File: src/rtl/mips_pkg.sv
// -----------------------------------------------------------------------------
// mips_pkg
// Shared constants and types for the 5-stage MIPS pipeline hazard controller:
// opcode/funct encodings, forwarding-select encodings, the in-flight tracker
// entry type and the forwarding priority helper.
// -----------------------------------------------------------------------------
package mips_pkg;

    localparam int INSTR_WIDTH  = 32;
    localparam int REG_ADDR_W   = 5;
    localparam int LINK_REG_IDX = 31;

    // Primary opcodes (instr[31:26])
    localparam logic [5:0] OP_RTYPE = 6'b000000;
    localparam logic [5:0] OP_J     = 6'b000010;
    localparam logic [5:0] OP_JAL   = 6'b000011;
    localparam logic [5:0] OP_BEQ   = 6'b000100;
    localparam logic [5:0] OP_BNE   = 6'b000101;
    localparam logic [5:0] OP_ADDI  = 6'b001000;
    localparam logic [5:0] OP_ADDIU = 6'b001001;
    localparam logic [5:0] OP_ANDI  = 6'b001100;
    localparam logic [5:0] OP_ORI   = 6'b001101;
    localparam logic [5:0] OP_LW    = 6'b100011;
    localparam logic [5:0] OP_SW    = 6'b101011;

    // R-type funct codes that change register usage (instr[5:0])
    localparam logic [5:0] FN_SLL = 6'b000000;
    localparam logic [5:0] FN_SRL = 6'b000010;
    localparam logic [5:0] FN_SRA = 6'b000011;
    localparam logic [5:0] FN_JR  = 6'b001000;

    // EX operand source selects
    localparam logic [1:0] FWD_RF    = 2'b00;
    localparam logic [1:0] FWD_EXMEM = 2'b10;
    localparam logic [1:0] FWD_MEMWB = 2'b01;

    // One in-flight instruction as seen by the hazard logic
    typedef struct packed {
        logic                  valid;
        logic [REG_ADDR_W-1:0] dest;
        logic [REG_ADDR_W-1:0] rs;
        logic [REG_ADDR_W-1:0] rt;
        logic                  is_load;
    } trk_entry_t;

    localparam trk_entry_t TRK_EMPTY = '0;

    // Operand source for one EX register read. EX/MEM wins over MEM/WB because
    // it holds the younger result. A load in MEM has no data yet, so it never
    // forwards from EX/MEM; the stall guarantees it is consumed from MEM/WB.
    function automatic logic [1:0] fwd_select(
        input logic                  mem_valid,
        input logic [REG_ADDR_W-1:0] mem_dest,
        input logic                  mem_is_load,
        input logic                  wb_valid,
        input logic [REG_ADDR_W-1:0] wb_dest,
        input logic [REG_ADDR_W-1:0] src
    );
        logic [1:0] sel;
        if (mem_valid && (mem_dest != '0) && (mem_dest == src) && !mem_is_load) begin
            sel = FWD_EXMEM;
        end else if (wb_valid && (wb_dest != '0) && (wb_dest == src)) begin
            sel = FWD_MEMWB;
        end else begin
            sel = FWD_RF;
        end
        return sel;
    endfunction

endpackage

File: src/rtl/mips_reg_use_decode.sv
// -----------------------------------------------------------------------------
// mips_reg_use_decode
// Combinational register-usage decode of one instruction.
//   instr    in   instruction word
//   rs, rt   out  raw source register fields
//   uses_rs  out  instruction reads rs
//   uses_rt  out  instruction reads rt
//   dest     out  destination register, 0 when nothing is written
//   is_load  out  instruction is lw
//   is_jump  out  instruction is j / jal / jr
// Unknown opcodes decode as a NOP (no uses, no dest).
// -----------------------------------------------------------------------------
module mips_reg_use_decode
    import mips_pkg::*;
#(
    parameter int INSTR_W  = INSTR_WIDTH,
    parameter int REG_AW   = REG_ADDR_W,
    parameter int LINK_REG = LINK_REG_IDX
) (
    input  logic [INSTR_W-1:0] instr,
    output logic [REG_AW-1:0]  rs,
    output logic [REG_AW-1:0]  rt,
    output logic               uses_rs,
    output logic               uses_rt,
    output logic [REG_AW-1:0]  dest,
    output logic               is_load,
    output logic               is_jump
);

    logic [5:0]        opcode_s;
    logic [5:0]        funct_s;
    logic [REG_AW-1:0] rd_s;
    logic              unused_shamt_s;

    assign opcode_s       = instr[31:26];
    assign funct_s        = instr[5:0];
    assign rs             = instr[25:21];
    assign rt             = instr[20:16];
    assign rd_s           = instr[15:11];
    assign unused_shamt_s = ^instr[10:6];

    // Classify the instruction into operand usage, destination and kind
    always_comb begin
        uses_rs = 1'b0;
        uses_rt = 1'b0;
        dest    = '0;
        is_load = 1'b0;
        is_jump = 1'b0;
        case (opcode_s)
            OP_RTYPE: begin
                case (funct_s)
                    FN_SLL, FN_SRL, FN_SRA: begin
                        uses_rt = 1'b1;
                        dest    = rd_s;
                    end
                    FN_JR: begin
                        uses_rs = 1'b1;
                        is_jump = 1'b1;
                    end
                    default: begin
                        uses_rs = 1'b1;
                        uses_rt = 1'b1;
                        dest    = rd_s;
                    end
                endcase
            end
            OP_ADDI, OP_ADDIU, OP_ANDI, OP_ORI: begin
                uses_rs = 1'b1;
                dest    = rt;
            end
            OP_LW: begin
                uses_rs = 1'b1;
                dest    = rt;
                is_load = 1'b1;
            end
            OP_SW, OP_BEQ, OP_BNE: begin
                uses_rs = 1'b1;
                uses_rt = 1'b1;
            end
            OP_J: begin
                is_jump = 1'b1;
            end
            OP_JAL: begin
                dest    = REG_AW'(LINK_REG);
                is_jump = 1'b1;
            end
            default: begin
                uses_rs = 1'b0;
            end
        endcase
    end

endmodule

File: src/rtl/mips_hazard_ctrl.sv
// -----------------------------------------------------------------------------
// mips_hazard_ctrl
// Pipeline sequencing controller for a 5-stage MIPS CPU. Tracks the
// destinations of instructions in EX/MEM/WB, stalls on load-use, flushes on a
// taken branch or a jump, and selects EX operand forwarding.
//   clock        in   rising-edge clock
//   reset        in   synchronous active-high reset
//   start        in   run enable; 0 freezes tracker and counter
//   id_valid     in   IF/ID holds a real instruction
//   id_instr     in   instruction in ID
//   ex_br_taken  in   beq/bne in EX resolved taken
//   pc_write_en  out  PC may advance
//   ifid_wr_en   out  IF/ID may load
//   ifid_flush   out  IF/ID loads an all-zero NOP
//   idex_bubble  out  ID/EX loads a NOP
//   fwd_a/fwd_b  out  EX rs/rt source: 00 regfile, 10 EX/MEM, 01 MEM/WB
//   stall_cnt    out  saturating count of load-use stall cycles
// -----------------------------------------------------------------------------
module mips_hazard_ctrl
    import mips_pkg::*;
#(
    parameter int INSTR_W  = INSTR_WIDTH,
    parameter int REG_AW   = REG_ADDR_W,
    parameter int LINK_REG = LINK_REG_IDX
) (
    input  logic               clock,
    input  logic               reset,
    input  logic               start,
    input  logic               id_valid,
    input  logic [INSTR_W-1:0] id_instr,
    input  logic               ex_br_taken,
    output logic               pc_write_en,
    output logic               ifid_wr_en,
    output logic               ifid_flush,
    output logic               idex_bubble,
    output logic [1:0]         fwd_a,
    output logic [1:0]         fwd_b,
    output logic [15:0]        stall_cnt
);

    logic [REG_AW-1:0] dec_rs_s;
    logic [REG_AW-1:0] dec_rt_s;
    logic              dec_uses_rs_s;
    logic              dec_uses_rt_s;
    logic [REG_AW-1:0] dec_dest_s;
    logic              dec_is_load_s;
    logic              dec_is_jump_s;

    trk_entry_t trk_ex_r;
    trk_entry_t trk_mem_r;
    trk_entry_t trk_wb_r;
    trk_entry_t ex_next_s;

    logic [15:0] stall_cnt_r;
    logic        load_use_s;
    logic        stall_count_s;
    logic        bubble_s;
    logic        unused_trk_s;

    mips_reg_use_decode #(
        .INSTR_W  (INSTR_W),
        .REG_AW   (REG_AW),
        .LINK_REG (LINK_REG)
    ) u_decode (
        .instr    (id_instr),
        .rs       (dec_rs_s),
        .rt       (dec_rt_s),
        .uses_rs  (dec_uses_rs_s),
        .uses_rt  (dec_uses_rt_s),
        .dest     (dec_dest_s),
        .is_load  (dec_is_load_s),
        .is_jump  (dec_is_jump_s)
    );

    // Fields the hazard logic never looks at once an entry leaves EX
    assign unused_trk_s = ^{trk_mem_r.rs, trk_mem_r.rt, trk_wb_r.rs, trk_wb_r.rt, trk_wb_r.is_load};

    // Load in EX whose result the ID instruction needs next cycle
    always_comb begin
        if (trk_ex_r.valid && trk_ex_r.is_load && (trk_ex_r.dest != '0)) begin
            load_use_s = (dec_uses_rs_s && (dec_rs_s == trk_ex_r.dest)) ||
                         (dec_uses_rt_s && (dec_rt_s == trk_ex_r.dest));
        end else begin
            load_use_s = 1'b0;
        end
    end

    // A taken branch squashes the stalled instruction, so that cycle is not a stall
    assign stall_count_s = start && !ex_br_taken && load_use_s;

    // Pipeline control priority: reset, freeze, taken branch, load-use, jump
    always_comb begin
        pc_write_en = 1'b1;
        ifid_wr_en  = 1'b1;
        ifid_flush  = 1'b0;
        bubble_s    = 1'b0;
        if (reset) begin
            pc_write_en = 1'b1;
        end else if (!start) begin
            pc_write_en = 1'b0;
            ifid_wr_en  = 1'b0;
        end else if (ex_br_taken) begin
            ifid_flush  = 1'b1;
            bubble_s    = 1'b1;
        end else if (load_use_s) begin
            pc_write_en = 1'b0;
            ifid_wr_en  = 1'b0;
            bubble_s    = 1'b1;
        end else if (id_valid && dec_is_jump_s) begin
            ifid_flush  = 1'b1;
        end else begin
            pc_write_en = 1'b1;
        end
    end

    assign idex_bubble = bubble_s;

    // Entry that enters EX on the next advance
    always_comb begin
        if (bubble_s || !id_valid) begin
            ex_next_s = TRK_EMPTY;
        end else begin
            ex_next_s.valid   = 1'b1;
            ex_next_s.dest    = dec_dest_s;
            ex_next_s.rs      = dec_rs_s;
            ex_next_s.rt      = dec_rt_s;
            ex_next_s.is_load = dec_is_load_s;
        end
    end

    // In-flight tracker shift register EX -> MEM -> WB
    always_ff @(posedge clock) begin
        if (reset) begin
            trk_ex_r  <= TRK_EMPTY;
            trk_mem_r <= TRK_EMPTY;
            trk_wb_r  <= TRK_EMPTY;
        end else if (start) begin
            trk_ex_r  <= ex_next_s;
            trk_mem_r <= trk_ex_r;
            trk_wb_r  <= trk_mem_r;
        end else begin
            trk_ex_r  <= trk_ex_r;
            trk_mem_r <= trk_mem_r;
            trk_wb_r  <= trk_wb_r;
        end
    end

    // Saturating load-use stall counter
    always_ff @(posedge clock) begin
        if (reset) begin
            stall_cnt_r <= 16'h0000;
        end else if (stall_count_s && (stall_cnt_r != 16'hFFFF)) begin
            stall_cnt_r <= stall_cnt_r + 16'h0001;
        end else begin
            stall_cnt_r <= stall_cnt_r;
        end
    end

    assign stall_cnt = stall_cnt_r;

    // Forwarding selects from the registered tracker, held while frozen
    always_comb begin
        if (reset) begin
            fwd_a = FWD_RF;
            fwd_b = FWD_RF;
        end else begin
            fwd_a = fwd_select(trk_mem_r.valid, trk_mem_r.dest, trk_mem_r.is_load,
                               trk_wb_r.valid, trk_wb_r.dest, trk_ex_r.rs);
            fwd_b = fwd_select(trk_mem_r.valid, trk_mem_r.dest, trk_mem_r.is_load,
                               trk_wb_r.valid, trk_wb_r.dest, trk_ex_r.rt);
        end
    end

endmodule
File: config.mk
export PLATFORM = sky130hd
export DESIGN_NAME = mips_hazard_ctrl
export DESIGN_NICKNAME = d
export VERILOG_FILES = /design/src/rtl/mips_pkg.sv /design/src/rtl/mips_reg_use_decode.sv /design/src/rtl/mips_hazard_ctrl.sv
export SDC_FILE = /design/constraint.sdc
export NUM_CORES = 1
export LEC_CHECK = 0
export CORE_MARGIN = 3
export CORE_UTILIZATION = 50
export DETAILED_ROUTE_END_ITERATION = 8
export MAX_ROUTING_LAYER = met4
export PLACE_DENSITY = 0.8
export SYNTH_ARGS = -nofsm -noshare
export SYNTH_HDL_FRONTEND = slang
export SYNTH_HIERARCHICAL = 1
export SYNTH_SLANG_ARGS = --single-unit
File: constraint.sdc
create_clock -name clock -period 4.3 [get_ports clock]
set_input_delay 1.075 -clock clock [delete_from_list [all_inputs] [get_ports clock]]
set_output_delay 1.075 -clock clock [all_outputs]
set_load 0.05 [all_outputs]
After elaboration in Yosys (flattened, before gate mapping) --
Cells that the tools add are included.
Storage, ports and cells: bits in registers 46, latch bits 0, RAM bits 0, bits in read-only memories 0, input port bits 37, output and inout bits 24, word-level logic and storage cells 93, memories kept 0
Operators by class: add/sub/neg operators 1, multipliers 0, divide/modulo/power cells 0, magnitude comparators 0, eq/ne operators 20, shift-type cells 0, mux-type cells 30, bitwise gates (word level) 0, reductions and logical operators 31
Operators with widths (number):
- $eq A5 B5 Y1 | 6
- $eq A6 B4 Y1 const B | 5
- $eq A6 B2 Y1 const B | 4
- $mux W1 | 20
- $mux W17 | 1
- $add A16 B1 Y16 const B | 1
- $logic_and A1 B1 Y1 | 16
- $ne A16 B16 Y1 const B | 1
- $pmux W5 S3 | 1
- $reduce_bool A5 Y1 | 3
- $eq A6 B3 Y1 const B | 2
- $eq A6 B6 Y1 const B | 2
- $logic_not A6 Y1 | 2
- $mux W2 | 4
- $reduce_or A8 Y1 | 1
- $pmux W1 S2 | 3
- $reduce_or A3 Y1 | 2
- $mux W5 | 1
- $reduce_or A5 Y1 | 1
- $logic_not A1 Y1 | 3
- $logic_or A1 B1 Y1 | 2
- $reduce_or A2 Y1 | 1

Longest topological paths before layout --
depth after elaboration 13, gate-level depth with buffers 9, mapped depth without buffers 7

Hierarchy --
The synthesis kept the hierarchy.
By module, submodules not included:
- mips_hazard_ctrl | instances 1, cells each 253, area an instance 2362.3 um^2, seq. area each 920.9 um^2
- mips_reg_use_decode | instances 1, cells each 38, area an instance 295.3 um^2, seq. area each 0.0 um^2

Worst setup path after synthesis --
Ideal clock, no wire load.
kind input to output, start in id_instr[2], end out ifid_flush, arrival 4.016 ns, required time 3.225 ns, path slack -0.791 ns, cell stages on the path 9, path buffers 2, path through nor3_1 -> a2111oi_4 -> or3_1 -> and2_0 -> a32oi_1 -> buf_2 -> buf_2 -> nor2_1 -> o21ai_0
Between the ends: elaborated cells on any way between the ends 21, classes of those cells eq/ne (3); mux (12); reduce/logical (6)
RTL lines:
- from (decl) | RTL line mips_hazard_ctrl.sv:30 | input logic [INSTR_W-1:0] id_instr,
- $eq A6 B4 Y1 | RTL line mips_reg_use_decode.sv:51 | case (funct_s)
- $mux W1 | RTL line mips_reg_use_decode.sv:51
- $pmux W1 S2 | RTL line mips_reg_use_decode.sv:49 | case (opcode_s)
- via dec_uses_rt_s | RTL line mips_hazard_ctrl.sv:44 | logic dec_uses_rt_s;
- $logic_and A1 B1 Y1 | RTL line mips_hazard_ctrl.sv:82 | (dec_uses_rt_s && (dec_rt_s == trk_ex_r.dest));
- $logic_or A1 B1 Y1 | RTL line mips_hazard_ctrl.sv:81 | load_use_s = (dec_uses_rs_s && (dec_rs_s == trk_ex_r.dest)) ||
- $mux W1 | RTL line mips_hazard_ctrl.sv:80 | if (trk_ex_r.valid && trk_ex_r.is_load && (trk_ex_r.dest != '0)) begin
- $mux W1 | RTL line mips_hazard_ctrl.sv:105 | end else if (load_use_s) begin
- $mux W1 | RTL line mips_hazard_ctrl.sv:102 | end else if (ex_br_taken) begin
- $mux W1 | RTL line mips_hazard_ctrl.sv:99 | end else if (!start) begin
- $mux W1 | RTL line mips_hazard_ctrl.sv:97 | if (reset) begin
- to (decl) | RTL line mips_hazard_ctrl.sv:34 | output logic ifid_flush,
The timed path passes the listed nets, and every way through them passes these cells.

Final worst setup path --
start in id_instr[31], end out pc_write_en
Between the ends: word-level cells in the longest chain between the ends 10, elaborated cells on any way between the ends 21, classes of those cells eq/ne (8); mux (7); reduce/logical (6)
RTL lines:
- $eq A6 B6 Y1 / $eq A6 B3 Y1 (equally long branches) | RTL line mips_reg_use_decode.sv:49
- $reduce_or A3 Y1 | RTL line mips_reg_use_decode.sv:49
- $pmux W1 S2 * | RTL line mips_reg_use_decode.sv:49
- via dec_uses_rt_s | RTL line mips_hazard_ctrl.sv:44
- $logic_and A1 B1 Y1 * | RTL line mips_hazard_ctrl.sv:82
- $logic_or A1 B1 Y1 * | RTL line mips_hazard_ctrl.sv:81
- $mux W1 * | RTL line mips_hazard_ctrl.sv:80
- $mux W1 * | RTL line mips_hazard_ctrl.sv:105
- $mux W1 * | RTL line mips_hazard_ctrl.sv:102
- $mux W1 * | RTL line mips_hazard_ctrl.sv:99
- $mux W1 * | RTL line mips_hazard_ctrl.sv:97
- to (decl) | RTL line mips_hazard_ctrl.sv:32 | output logic pc_write_en,
Mark *: on every way through the listed nets, which the timed path passes. The rest lies on a longest branch.

==> results_dict.tcl <==
set metrics [dict create \
    diodes 0 \
    critPathKind "input port to primary output" \
    hold_slack_ps 497 \
    worst_pin_slew_ps 1110 \
    final_common_cell "dfxtp_1" \
    rsz0062_at_grt "false" \
    syn-num-nets 329 \
    async_reset_ff_share_pct 0 \
    yosysTopAreaCellShare_pct 34.7 \
    synthCells 291 \
    power_w 0.000832 \
    grt_util_all_layers_pct 22.4 \
    ios 61 \
    yosys-top-cells-area "dfxtp_1 (35%), xor2_1 (6.6%), a22o_1 (5.3%), mux2i_1 (4.9%), or4_1 (4.2%)" \
    maxCapViolCount 0 \
    period_share_pct 98.6 \
    place_hpwl_microns 4760 \
    grt_max_degree 32 \
    cts_tree "done" \
    reg2regPathDepth 6 \
    dr_total_vias 2466 \
    fin_nets 381 \
    drt_iter0_markers 178 \
    required_ps 3220 \
    ys.flop_type "dfxtp_1" \
    dp.cells 400 \
    setup_viol 0 \
    synth_seq_area_share_pct 34.7 \
    place.gp.congestion 0.853 \
    r2r_setup_slack_ps 1750 \
    die_area_sq_um 6230 \
    grt_use_met1_pct 29.9 \
    grt_pass1_vias 2349 \
    ys_ff_latch 46 \
    wirelength_microns 6390 \
    crit_path_end_kind "primary output" \
    timing.rr.start "trk_ex_r[14]" \
    critPathArrivalTime_ps 3170 \
    clk_pin_slew_ps 80 \
    synth_area_sq_um 2660 \
    dr.pass1.iters 4 \
    cp-endpoint "pc_write_en" \
    min_path_type "flip-flop to flip-flop" \
    grt_pass1_wl_microns 11100 \
    cp_max_fo 4 \
    core_area_sq_um 4940 \
    synth_cell_types 53 \
    rows 25 \
    die_h_microns 78.9 \
    hold_buffers 0 \
    fmax_mhz 236 \
    startpoint "id_instr[31]" \
    power_density_nw_per_um2 238 \
    syn_area_per_cell_sq_um 9.13 \
    timing.final.max_slew_violations 0 \
    cts_root_buf "clkbuf_8" \
    layout-drive-gt1-share_pct 16.6 \
    hold_viol 0 \
    cts.path.max_buffers 2 \
    layout_min_cycle_time_ps 4240 \
    antenna_found_initial 0 \
    reg2reg_to "stall_cnt[1]" \
    h-tree-depth 2 \
    globalRouteOverflowTotal 0 \
    routedWlPerCell_microns 15.5 \
    peakVddDrop_mv 0.127 \
    cts_made_buffers 5 \
    clock_latency_ps 300 \
    yosysWarnings 6 \
    start_util_pct 53.8 \
    io_buffers 55 \
    final_cell_mix "dfxtp_1 (46), clkdlybuf4s50_1 (41), nor2_1 (22)" \
    synth_edf_count 0 \
    skew_ps 5.29 \
    antenna_left 0 \
    clkSinkCount 46 \
    area_growth_syn_to_layout_pct 31.7 \
    power.leakage_nw 1.38 \
    instances_no_fill 411 \
    use_met3_pct 3.63 \
    drc 0 \
    yosys.area.top_type "dfxtp_1" \
    status "finished, final reports clean" \
    viasPerCell 6.00 \
    start_kind "input port" \
    fp.dieW_microns 78.9 \
    relSlewSlack_pct 25.6 \
    grt_use_met2_pct 35.9 \
    grt_busiest_layer "met2" \
]
==> synth_stat cells, types with 8 or more instances <==
| library cell | count |
|---|---|
| a21oi_1 | 14 |
| a22o_1 | 16 |
| buf_4 | 14 |
| dfxtp_1 | 46 |
| mux2i_1 | 13 |
| nand3_1 | 13 |
| nor2_1 | 23 |
| nor4_1 | 8 |
| o31ai_1 | 13 |
| or4_1 | 15 |
| xnor2_1 | 10 |
| xor2_1 | 20 |
==> kinds of logic after synthesis <==
logic type      synth area share [%]
simple gates                    22.7
compound gates                  20.1
flops                           34.7
xor+xnor                        9.89
buf+inv                         6.87
mux                             5.32
fa+ha+maj                      0.471
==> worst min-delay path by stage <==
stage | startpoint | to | slack (ps) | cells after the start
finish | trk_wb_r[16] | trk_wb_r[16] | 500 | 2
detailed placement | trk_wb_r[16] | trk_wb_r[16] | 480 | 2
floorplan | trk_wb_r[16] | trk_wb_r[16] | 450 | 2
CTS | trk_wb_r[16] | trk_wb_r[16] | 500 | 2
global placement | trk_wb_r[16] | trk_wb_r[16] | 470 | 2
global route | trk_wb_r[16] | trk_wb_r[16] | 530 | 2
==> where the power goes <==
group          internal (W)  switching [W]
Clock              0.000147       0.000144
Combinational     0.0000547      0.0000524
Sequential         0.000429     0.00000450
Total              0.000631       0.000201
==> registers in the layout (all words and copies together) (netlist names) <==
signal,cells
stall_cnt,16
trk_ex_r,17
trk_mem_r,7
trk_wb_r,6
==> critical path, cell delays in order <==
cell and delay [ps]:
dlygate4sd2_1 250, or4_4 450, buf_6 140, a2111oi_4 290, or3_1 150, and2_4 140, a32oi_4 70, o31ai_2 300
nand2b_2 130, buf_8 170
==> per-stage QoR <==
stage	instance area (sq um)	utilization, %	TNS (ps)	setup WS, ps
after floorplan	2690	-	0	33.8
after global placement	3300	66.7	-412	-127
after detailed placement	3300	66.7	-416	-126
after CTS	3450	69.8	0	0.224
after global routing	3500	70.8	0	1.17
final	3500	70.8	0	59.2
==> area by class of cell <==
type / count / area, sq um
multi-input combinational: 216 / 1640
sequential: 46 / 921
clock buffer: 7 / 96.3
tap: 67 / 83.8
inverter: 3 / 11.3
fill: 398 / 1440
timing repair buffer: 71 / 736
clock inverter: 1 / 8.76
==> repair_timing <==
action | CTS | global route
endpoints found under the setup margin | 4 | 4
setup buffers | 1 | 2
gates cloned | 0 | 0
endpoints found under the hold margin | 0 | 0
resized for setup | 14 | 13
pin swaps | 7 | 7
==> layer usage <==
layer	part of all wire [%]	vias to the layer above
met5	0	-
met4	0.77	0
met3	5.4	4
met2	47	90
met1	47	1162
li1	-	1210
No activity file was read; power rests on OpenSTA's default activity.
